--- src/rtl/pipe_pkg.sv ---
// Shared fetch/decode pipeline types and constants.
// Latency: n/a (types only).
// Backpressure: n/a (types only).
package pipe_pkg;

    localparam int XLEN_DEF = 64;
    localparam int ILEN_DEF = 32;

    // addi x0,x0,0: presented to decode whenever no real beat is held.
    localparam logic [31:0] NOP_INSN = 32'h0000_0013;

    // Default-width fetch->decode payload, reused by later stage registers.
    typedef struct packed {
        logic [XLEN_DEF-1:0] pc;
        logic [ILEN_DEF-1:0] insn;
        logic                pred_taken;
    } if_id_payload_t;

    // Occupancy of a two-entry skid register (main entry, skid entry).
    typedef enum logic [1:0] {
        ST_EMPTY = 2'd0,
        ST_ONE   = 2'd1,
        ST_FULL  = 2'd2
    } skid_state_e;

endpackage

--- src/rtl/ifid_skid_reg_if.sv ---
// Fetch->decode handshake bundle: fetch beat in, decode beat out.
// Latency: n/a (wires only).
// Backpressure: in_ready / out_ready valid-ready pairs.
interface ifid_skid_reg_if #(
    parameter int XLEN = pipe_pkg::XLEN_DEF,
    parameter int ILEN = pipe_pkg::ILEN_DEF
);
    logic            in_valid;
    logic            in_ready;
    logic [XLEN-1:0] in_pc;
    logic [ILEN-1:0] in_insn;
    logic            in_pred_taken;
    logic            out_valid;
    logic            out_ready;
    logic [XLEN-1:0] out_pc;
    logic [ILEN-1:0] out_insn;
    logic            out_pred_taken;

    // Environment side: fetch producer plus decode consumer.
    modport master (
        output in_valid, in_pc, in_insn, in_pred_taken, out_ready,
        input  in_ready, out_valid, out_pc, out_insn, out_pred_taken
    );

    // Stage register side.
    modport slave (
        input  in_valid, in_pc, in_insn, in_pred_taken, out_ready,
        output in_ready, out_valid, out_pc, out_insn, out_pred_taken
    );
endinterface

--- src/rtl/pipe_skid_entry.sv ---
// One payload+valid holding register with load and clear (clear keeps payload).
// Latency: one cycle from load to q/vld.
// Backpressure: none; load has priority over clear.
module pipe_skid_entry #(
    parameter int W = 1
) (
    input  logic         clk,
    input  logic         rst,
    input  logic         load,
    input  logic         clear,
    input  logic [W-1:0] d,
    output logic [W-1:0] q,
    output logic         vld
);
    logic [W-1:0] dat_q, dat_d;
    logic         vld_q, vld_d;

    // Next entry contents: load captures a beat, clear only drops the valid bit.
    always_comb begin
        dat_d = dat_q;
        vld_d = vld_q;
        if (load) begin
            dat_d = d;
            vld_d = 1'b1;
        end else if (clear) begin
            vld_d = 1'b0;
        end
    end

    // Entry registers with synchronous reset.
    always_ff @(posedge clk) begin
        if (rst) begin
            dat_q <= '0;
            vld_q <= 1'b0;
        end else begin
            dat_q <= dat_d;
            vld_q <= vld_d;
        end
    end

    assign q   = dat_q;
    assign vld = vld_q;
endmodule

--- src/rtl/ifid_skid_reg.sv ---
// IF/ID stage register with one-entry skid buffer, flush and stall counter.
// Latency: one cycle from in_fire to out_valid.
// Backpressure: in_ready is a flop, low only while the skid entry is occupied.
module ifid_skid_reg
    import pipe_pkg::*;
#(
    parameter int              XLEN     = XLEN_DEF,
    parameter int              ILEN     = ILEN_DEF,
    parameter logic [ILEN-1:0] NOP_INSN = ILEN'(pipe_pkg::NOP_INSN),
    parameter int              CNT_W    = 16
) (
    input  logic             clk,
    input  logic             rst,
    input  logic             flush,
    ifid_skid_reg_if.slave   bus,
    output logic [CNT_W-1:0] stall_cnt
);
    typedef struct packed {
        logic [XLEN-1:0] pc;
        logic [ILEN-1:0] insn;
        logic            pred_taken;
    } payload_t;

    localparam int              PW      = $bits(payload_t);
    localparam logic [CNT_W-1:0] CNT_MAX = {CNT_W{1'b1}};

    payload_t    in_pay, main_q, skid_q, main_d;
    logic        main_vld, skid_vld;
    logic        main_load, main_clear, main_sel_skid;
    logic        skid_load, skid_clear;
    logic        in_fire, out_fire;
    logic        in_ready_q, in_ready_d;
    logic        skid_vld_next;
    logic [CNT_W-1:0] stall_cnt_q, stall_cnt_d;
    skid_state_e state;

    assign in_pay  = '{pc: bus.in_pc, insn: bus.in_insn, pred_taken: bus.in_pred_taken};
    assign in_fire  = bus.in_valid & in_ready_q;
    assign out_fire = main_vld & bus.out_ready;

    // Occupancy decoded from the two entry valid bits.
    always_comb begin
        state = ST_EMPTY;
        if (skid_vld)      state = ST_FULL;
        else if (main_vld) state = ST_ONE;
    end

    // Entry steering: flush drops both entries; otherwise keep strict FIFO order.
    always_comb begin
        main_load     = 1'b0;
        main_clear    = 1'b0;
        main_sel_skid = 1'b0;
        skid_load     = 1'b0;
        skid_clear    = 1'b0;
        if (flush) begin
            main_clear = 1'b1;
            skid_clear = 1'b1;
        end else begin
            case (state)
                ST_EMPTY: begin
                    if (in_fire) main_load = 1'b1;
                end
                ST_ONE: begin
                    if (in_fire && out_fire) main_load  = 1'b1;
                    else if (in_fire)        skid_load  = 1'b1;
                    else if (out_fire)       main_clear = 1'b1;
                end
                ST_FULL: begin
                    if (out_fire) begin
                        main_load     = 1'b1;
                        main_sel_skid = 1'b1;
                        skid_clear    = 1'b1;
                    end
                end
                default: ;
            endcase
        end
        main_d = main_sel_skid ? skid_q : in_pay;
    end

    pipe_skid_entry #(.W(PW)) u_main (
        .clk   (clk),
        .rst   (rst),
        .load  (main_load),
        .clear (main_clear),
        .d     (main_d),
        .q     (main_q),
        .vld   (main_vld)
    );

    pipe_skid_entry #(.W(PW)) u_skid (
        .clk   (clk),
        .rst   (rst),
        .load  (skid_load),
        .clear (skid_clear),
        .d     (in_pay),
        .q     (skid_q),
        .vld   (skid_vld)
    );

    // in_ready mirrors next-cycle skid emptiness so it can come straight off a flop.
    always_comb begin
        skid_vld_next = skid_load | (skid_vld & ~skid_clear);
        in_ready_d    = ~skid_vld_next;
    end

    // Stall counter: decode holding back a valid beat, saturating, ignores flush.
    always_comb begin
        stall_cnt_d = stall_cnt_q;
        if (main_vld && !bus.out_ready && stall_cnt_q != CNT_MAX)
            stall_cnt_d = stall_cnt_q + 1'b1;
    end

    // Control and counter registers with synchronous reset.
    always_ff @(posedge clk) begin
        if (rst) begin
            in_ready_q  <= 1'b1;
            stall_cnt_q <= '0;
        end else begin
            in_ready_q  <= in_ready_d;
            stall_cnt_q <= stall_cnt_d;
        end
    end

    assign bus.in_ready       = in_ready_q;
    assign bus.out_valid      = main_vld;
    assign bus.out_pc         = main_q.pc;
    assign bus.out_insn       = main_vld ? main_q.insn : NOP_INSN;
    assign bus.out_pred_taken = main_vld & main_q.pred_taken;
    assign stall_cnt          = stall_cnt_q;
endmodule

--- src/flat_wrapper.sv ---
// flat-port wrapper written by rule: the top's interface ports become plain ports
module ifid_skid_reg_flat import pipe_pkg::*;
#(
    parameter int              XLEN     = XLEN_DEF,
    parameter int              ILEN     = ILEN_DEF,
    parameter logic [ILEN-1:0] NOP_INSN = ILEN'(pipe_pkg::NOP_INSN),
    parameter int              CNT_W    = 16
)
  (clk, rst, flush, stall_cnt, bus_in_valid, bus_in_pc, bus_in_insn, bus_in_pred_taken, bus_out_ready, bus_in_ready, bus_out_valid, bus_out_pc, bus_out_insn, bus_out_pred_taken);
  ifid_skid_reg_if #(.XLEN(XLEN), .ILEN(ILEN)) bus_i ();
  input  logic clk;
  input  logic rst;
  input  logic flush;
  output logic [CNT_W-1:0] stall_cnt;
  input wire logic [$bits(bus_i.in_valid)-1:0] bus_in_valid;
  input wire logic [$bits(bus_i.in_pc)-1:0] bus_in_pc;
  input wire logic [$bits(bus_i.in_insn)-1:0] bus_in_insn;
  input wire logic [$bits(bus_i.in_pred_taken)-1:0] bus_in_pred_taken;
  input wire logic [$bits(bus_i.out_ready)-1:0] bus_out_ready;
  output wire logic [$bits(bus_i.in_ready)-1:0] bus_in_ready;
  output wire logic [$bits(bus_i.out_valid)-1:0] bus_out_valid;
  output wire logic [$bits(bus_i.out_pc)-1:0] bus_out_pc;
  output wire logic [$bits(bus_i.out_insn)-1:0] bus_out_insn;
  output wire logic [$bits(bus_i.out_pred_taken)-1:0] bus_out_pred_taken;
  assign bus_i.in_valid = bus_in_valid;
  assign bus_i.in_pc = bus_in_pc;
  assign bus_i.in_insn = bus_in_insn;
  assign bus_i.in_pred_taken = bus_in_pred_taken;
  assign bus_i.out_ready = bus_out_ready;
  assign bus_in_ready = bus_i.in_ready;
  assign bus_out_valid = bus_i.out_valid;
  assign bus_out_pc = bus_i.out_pc;
  assign bus_out_insn = bus_i.out_insn;
  assign bus_out_pred_taken = bus_i.out_pred_taken;
  ifid_skid_reg #(.XLEN(XLEN), .ILEN(ILEN), .NOP_INSN(NOP_INSN), .CNT_W(CNT_W)) u_core (.clk(clk), .rst(rst), .flush(flush), .bus(bus_i), .stall_cnt(stall_cnt));
endmodule
--- config.mk ---
export PLATFORM = sky130hd
export DESIGN_NAME = ifid_skid_reg_flat
export DESIGN_NICKNAME = d
export VERILOG_FILES = /design/src/rtl/pipe_pkg.sv /design/src/rtl/ifid_skid_reg_if.sv /design/src/rtl/pipe_skid_entry.sv /design/src/rtl/ifid_skid_reg.sv /design/src/flat_wrapper.sv
export SDC_FILE = /design/constraint.sdc
export NUM_CORES = 1
export LEC_CHECK = 0
export BUFFER_PORTS_ARGS = -buffer_cell sky130_fd_sc_hd__buf_2
export CAP_MARGIN = 10
export CORE_AREA = 2 2 139 141
export CTS_BUF_LIST = sky130_fd_sc_hd__clkbuf_8
export CTS_CLUSTER_SIZE = 40
export DETAILED_ROUTE_END_ITERATION = 7
export DIE_AREA = 0 0 141 143
export PLACE_DENSITY_LB_ADDON = 0.15
export SLEW_MARGIN = 20
export SYNTH_ARGS = -nofsm -noshare
export SYNTH_HDL_FRONTEND = slang
export SYNTH_SLANG_ARGS = --single-unit
--- constraint.sdc ---
create_clock -name clk -period 2.2 [get_ports clk]
set_clock_uncertainty 0.1 [all_clocks]
set_input_delay 0.44 -clock clk [delete_from_list [all_inputs] [get_ports clk]]
set_output_delay 0.44 -clock clk [all_outputs]
set_load 0.02 [all_outputs]
Word-level counts from Yosys, hierarchy flattened
Cells that the tools add are included.
{"block": "word_totals", "regBits": 213, "in_bits": 102}
{"block": "op_classes", "n_addsub": 1, "eq_ne": 3, "muxes": 23, "n_bitwise": 7, "reduce_logical": 7}
{"operator": "2-to-1 mux 97 bit", "n": 1}
{"operator": "2-to-1 mux 32 bit", "n": 1}
{"operator": "2-to-1 mux 1 bit", "n": 19}
{"operator": "adder 16 x 1 -> 16 bit, second input constant", "n": 1}
{"operator": "!= test 16 bit, second input constant", "n": 1}
{"operator": "AND 1 bit", "n": 4}
{"operator": "nonzero test 2 bit", "n": 2}
{"operator": "logical AND 1 bit", "n": 3}
{"operator": "one-hot mux 1 bit (3 select lines)", "n": 1}
{"operator": "equality test 2 x 1 -> 1 bit, second input constant", "n": 1}
{"operator": "equality test 2 bit, second input constant", "n": 1}
{"operator": "zero test 2 bit", "n": 1}
{"operator": "2-to-1 mux 2 bit", "n": 1}
{"operator": "NOT 1 bit", "n": 2}
{"operator": "zero test 1 bit", "n": 1}
{"operator": "bitwise OR 1 bit", "n": 1}

Longest topological paths before layout
{"block": "logic_depth", "word_depth": 9, "mapped_depth": 7, "depth_no_buf": 5}

Cells and area by module
Synthesis repeated with hierarchy kept, for this count alone.
{"block": "hier_totals", "hier_cells": 892, "area_unflattened_um2": 9227.6}
{"mod": "pipe_skid_entry", "instances": 2, "cells_each": 317, "area_per_inst_um2": 3460.8, "seq_area_each_um2": 1961.9}
{"mod": "ifid_skid_reg", "instances": 1, "cells_each": 258, "area_per_inst_um2": 2306.0, "seq_area_each_um2": 340.3}

Least setup slack after synthesis
OpenSTA, ideal clock, no wires.
{"block": "synth_path", "path_kind": "reg2reg", "startpoint": "reg u_core.stall_cnt_q[0], in the netlist u_core.stall_cnt[0]", "endpoint": "reg u_core.stall_cnt_q[15], in the netlist u_core.stall_cnt[15]", "setup_ps": 121, "arrival_ps": 1690, "t_required_ps": 1979, "path_slack_ps": 290, "stages_incl_launch_ff": 7, "path_buffers": 1, "path_cell_list": "dfxtp_1 -> ha_1 -> nand4_1 -> nor4_4 -> buf_4 -> nor4_1 -> mux2_2"}
{"block": "synth_via", "elab_chain_cells": 2}
{"item": "start: declaration", "line": "ifid_skid_reg.sv:34", "rtl": "logic [CNT_W-1:0] stall_cnt_q, stall_cnt_d;"}
{"item": "start signal: assignment", "line": "ifid_skid_reg.sv:121", "rtl": "stall_cnt_q <= stall_cnt_d;"}
{"item": "branches (longest 2 deep; another with adder 16 x 1 -> 16 bit)"}
Several ways; the timed one is not identified.
A chain may end at the register's enable or synchronous reset.

Worst setup path after layout
{"block": "layout_path", "startpoint": "reg u_core.u_main.vld_q, in the netlist u_core.u_main.vld", "endpoint": "out bus_out_insn[19]"}
{"block": "layout_via", "elab_chain_cells": 1}
{"item": "start: declaration", "line": "pipe_skid_entry.sv:16", "rtl": "logic vld_q, vld_d;"}
{"item": "start signal: assignment", "line": "pipe_skid_entry.sv:37", "rtl": "vld_q <= vld_d;"}
{"item": "2-to-1 mux 32 bit", "line": "ifid_skid_reg.sv:128", "rtl": "assign bus.out_insn = main_vld ? main_q.insn : NOP_INSN;"}
{"item": "end: declaration", "line": "flat_wrapper.sv:23", "rtl": "output wire logic [$bits(bus_i.out_insn)-1:0] bus_out_insn;"}
Every way passes these cells.

==> impl_results.md <==
* Status: finished clean
* Fmax at 476 MHz
* Fin crit share at 0.955
* Total Routing Usage GR at 0.206
* Synth Instances at 1063
* Crit path DAT at 1560 ps
* Maximum clock path buffer count at 3
* Commonest cells in the netlist: dfxtp_1, nand2_1, a21oi_1, nor2_1, a211oi_1
* Placed cell areas at 0.0101 mm²
* Multi-input gate area at 0.00407 mm²
* Worst slew margin at 0.630
* Final hold viol count at 0
* Worst slack at placement at 150 ps
* Pwr Density at 751 mW/mm²
* # Post-CTS Setup Buffers at 0
* RSZ-0062 raised after global routing: no
* Drt drc at 0
* Worst Max-Slew Pin Slew at 541 ps
* Cell family with most CP delay: buffers and inverters
* Worst path cell trace: buf_6, and2_1, buf_2
* Maxcap violations at 0
* Buf/Inv on CP at 2
* # setup viols final at 0
* Ranking of synthesized cells by area: dfxtp_1, mux2i_1, nand2_1
* Setup TNS at 0 ps
* Row count at 50
* Synthesized area per cell at 8.70 µm²
* Crit path kind: flop to primary output
* Final-stage net count at 1297
* Global Route met3 Usage at 0.0483
* WL/cell at 14.7 µm
* Max-slew violations at 0
* GP Congestion at 0.790
* Met2 Track Usage GR at 0.335
* Routing usage on met1 at 0.273
* Antenna Nets Post-Route at 0
* Layout cells sized above 1 at 0.243
* Post-synth top area share at 0.461
* Initial antenna violation count at 4
* CP startpoint kind: flop
* Async set-or-reset flop fraction in the synthesized netlist at 0
* Hpwl dp at 13600 µm
* Worst EP required at 1660 ps
* Crit-path max cell delay at 420 ps
* Routed WL at 21300 µm
* Grt ovf at 0
* Final Cell Area at 0.0107 mm²
* Syn. warnings at 0
* Cell with the most instances after synthesis: dfxtp_1
* Main combinational cell family by area after synthesis: simple AND/OR/NAND/NOR gates
* Synthesized flop and latch total at 213
* Die area at 0.0202 mm²
* Post-Syn Area at 0.00924 mm²
* IO Count at 217
* Leak at 0.00497 µW
* CTS buffer count at 37
* Final worst-path setup slack at 99.9 ps
* Area occupied by registers at 0.00426 mm²
* Post-Synth XOR/XNOR Area at 0.000947
* Sequential area share after synthesis at 0.461
* Core area at 0.0186 mm²
* Critical path's slowest cell: dfxtp_1
* Post-synth cell types at 39
* Via density at 5.14
* Port bufs at 216
* Final Critical Period at 2100 ps
* CTS sink cnt at 213
* Reg clk slew, reported paths at 50 ps
* Gr busiest metal: met2
* Latest clock arrival within the worst-skew pair at 510 ps
* Post-Synth Simple-Gate Area at 0.177
* Layout Area Growth over Synthesis at 16.2%
* Clock Tree Root: clkbuf_8
* Synth area leader: dfxtp_1
* Total power at 8070 µW
* Top_reg_cell synth: dfxtp_1
* Compound-gate portion of the synthesized area at 0.153
* H-tree Lvls at 2
* Via Count at 7441
* DIE WIDTH at 141 µm
* CP Max Fanout at 23
* Pre-Repair DR Iteration Count at 4
* Post-synthesis net count at 1166
* First-pass GRT wire length at 34200 µm
* Fin Hold WS at 73.3 ps
* Maximum VDD drop at 510 µV
* Post-synthesis mux area share at 0.106
* Vias in the first global route at 6980
* Fill count at 1738
* Number of synthesized flops with an enable pin at 0
* Pin count of the biggest net entering global routing at 98
* Iteration-0 DRC Markers at 351
* Synthesized-area fraction occupied by adder cells at 0.00135
* Crit. End Element: primary output
* Die height at 143 µm
* HP Class: input port to flop
* TritonCTS clock tree: done
* Starting Density at 0.498
## worst min-delay path, cell delays in order
cell and delay [ps]:
buf_2 100, nand2_1 50, a21oi_1 50
## cells by family after synthesis
logic type,Yosys count
AOI/OAI and AO/OA,226
xor gates and xnor gates,1
adders and majority gates,1
buffers and inverters,151
DFF,213
muxes,98
and+or+nand+nor,373
## placed cells by master, fill, tap and decap left out, drive strengths merged
| master | instances |
|---|---|
| o2111ai | 1 |
| o21ai | 6 |
| or3 | 5 |
| and4b | 1 |
| a211oi | 99 |
| or4 | 8 |
| diode | 3 |
| inv | 14 |
| mux2i | 97 |
| nand3b | 2 |
| mux2 | 1 |
| ha | 1 |
| clkbuf | 41 |
| xor2 | 1 |
| and3 | 4 |
| o31ai | 8 |
| dfxtp | 213 |
| nor2b | 1 |
| buf | 240 |
| a21oi | 110 |
| clkinvlp | 1 |
| and4 | 1 |
| nand2 | 200 |
| a2111oi | 1 |
| nor4 | 3 |
| clkinv | 4 |
| and2b | 1 |
| nand2b | 4 |
| and2 | 30 |
| nand3 | 5 |
| nor3 | 2 |
| nand4 | 5 |
| a31oi | 1 |
| nand4b | 1 |
| nor2 | 100 |
## where the power goes
part,internal [µW],switching (µW)
Clock,1680,1510
Combinational,313,480
Sequential,4000,72.8
## final timing paths
path                            depth (start not counted)  slack (ps)                        startpoint                           endpoint
worst max register to register                          5         270  u_core.stall_cnt[0]$_SDFFE_PP0P_  u_core.stall_cnt[14]$_SDFFE_PP0P_
worst min-delay path                                    3          70                     bus_in_pc[44]   u_core.u_skid.q[77]$_SDFFE_PP0P_
worst max-delay path                                    3         100    u_core.u_main.vld$_SDFFE_PP0P_                   bus_out_insn[19]
worst min register to register                          2         350  u_core.u_skid.q[81]$_SDFFE_PP0P_   u_core.u_skid.q[81]$_SDFFE_PP0P_
## layout make-up
class / count / share of cell area
diodes: 3 / 0.000699
clock buffers: 41 / 0.0525
clock inverters: 16 / 0.00641
inverters: 3 / 0.00105
multi-input cells: 699 / 0.379
flip-flops and latches: 213 / 0.397
well taps: 234 / 0.0273
repair buffers: 240 / 0.136
## routing by layer
| layer | wire length (µm) | share of wire |
|---|---|---|
| met5 | 13 | 0.00061 |
| met1 | 9950 | 0.47 |
| met2 | 9750 | 0.46 |
| met3 | 1260 | 0.059 |
| met4 | 300 | 0.014 |
## state kept, by name, summed over array words and instances (netlist names)
register,flops
u_core.u_skid.q,97
u_core.bus.in_ready,1
u_core.u_main.q,97
u_core.u_skid.vld,1
u_core.stall_cnt,16
u_core.u_main.vld,1
## stage by stage
| step | cells | utilization |
|---|---|---|
| after floorplan | 1063 | - |
| after detailed placement | 1389 | 0.543 |
| after global placement | 1389 | 0.543 |
| final | 1449 | 0.578 |
| after global routing | 1448 | 0.578 |
| after CTS | 1446 | 0.577 |
## timing repair
item	in CTS	in global routing
hold endpoints to repair	0	0
gates resized for setup	0	1
hold buffers	0	0
setup endpoints to repair	0	9
Power figures use the tool's default switching activity.
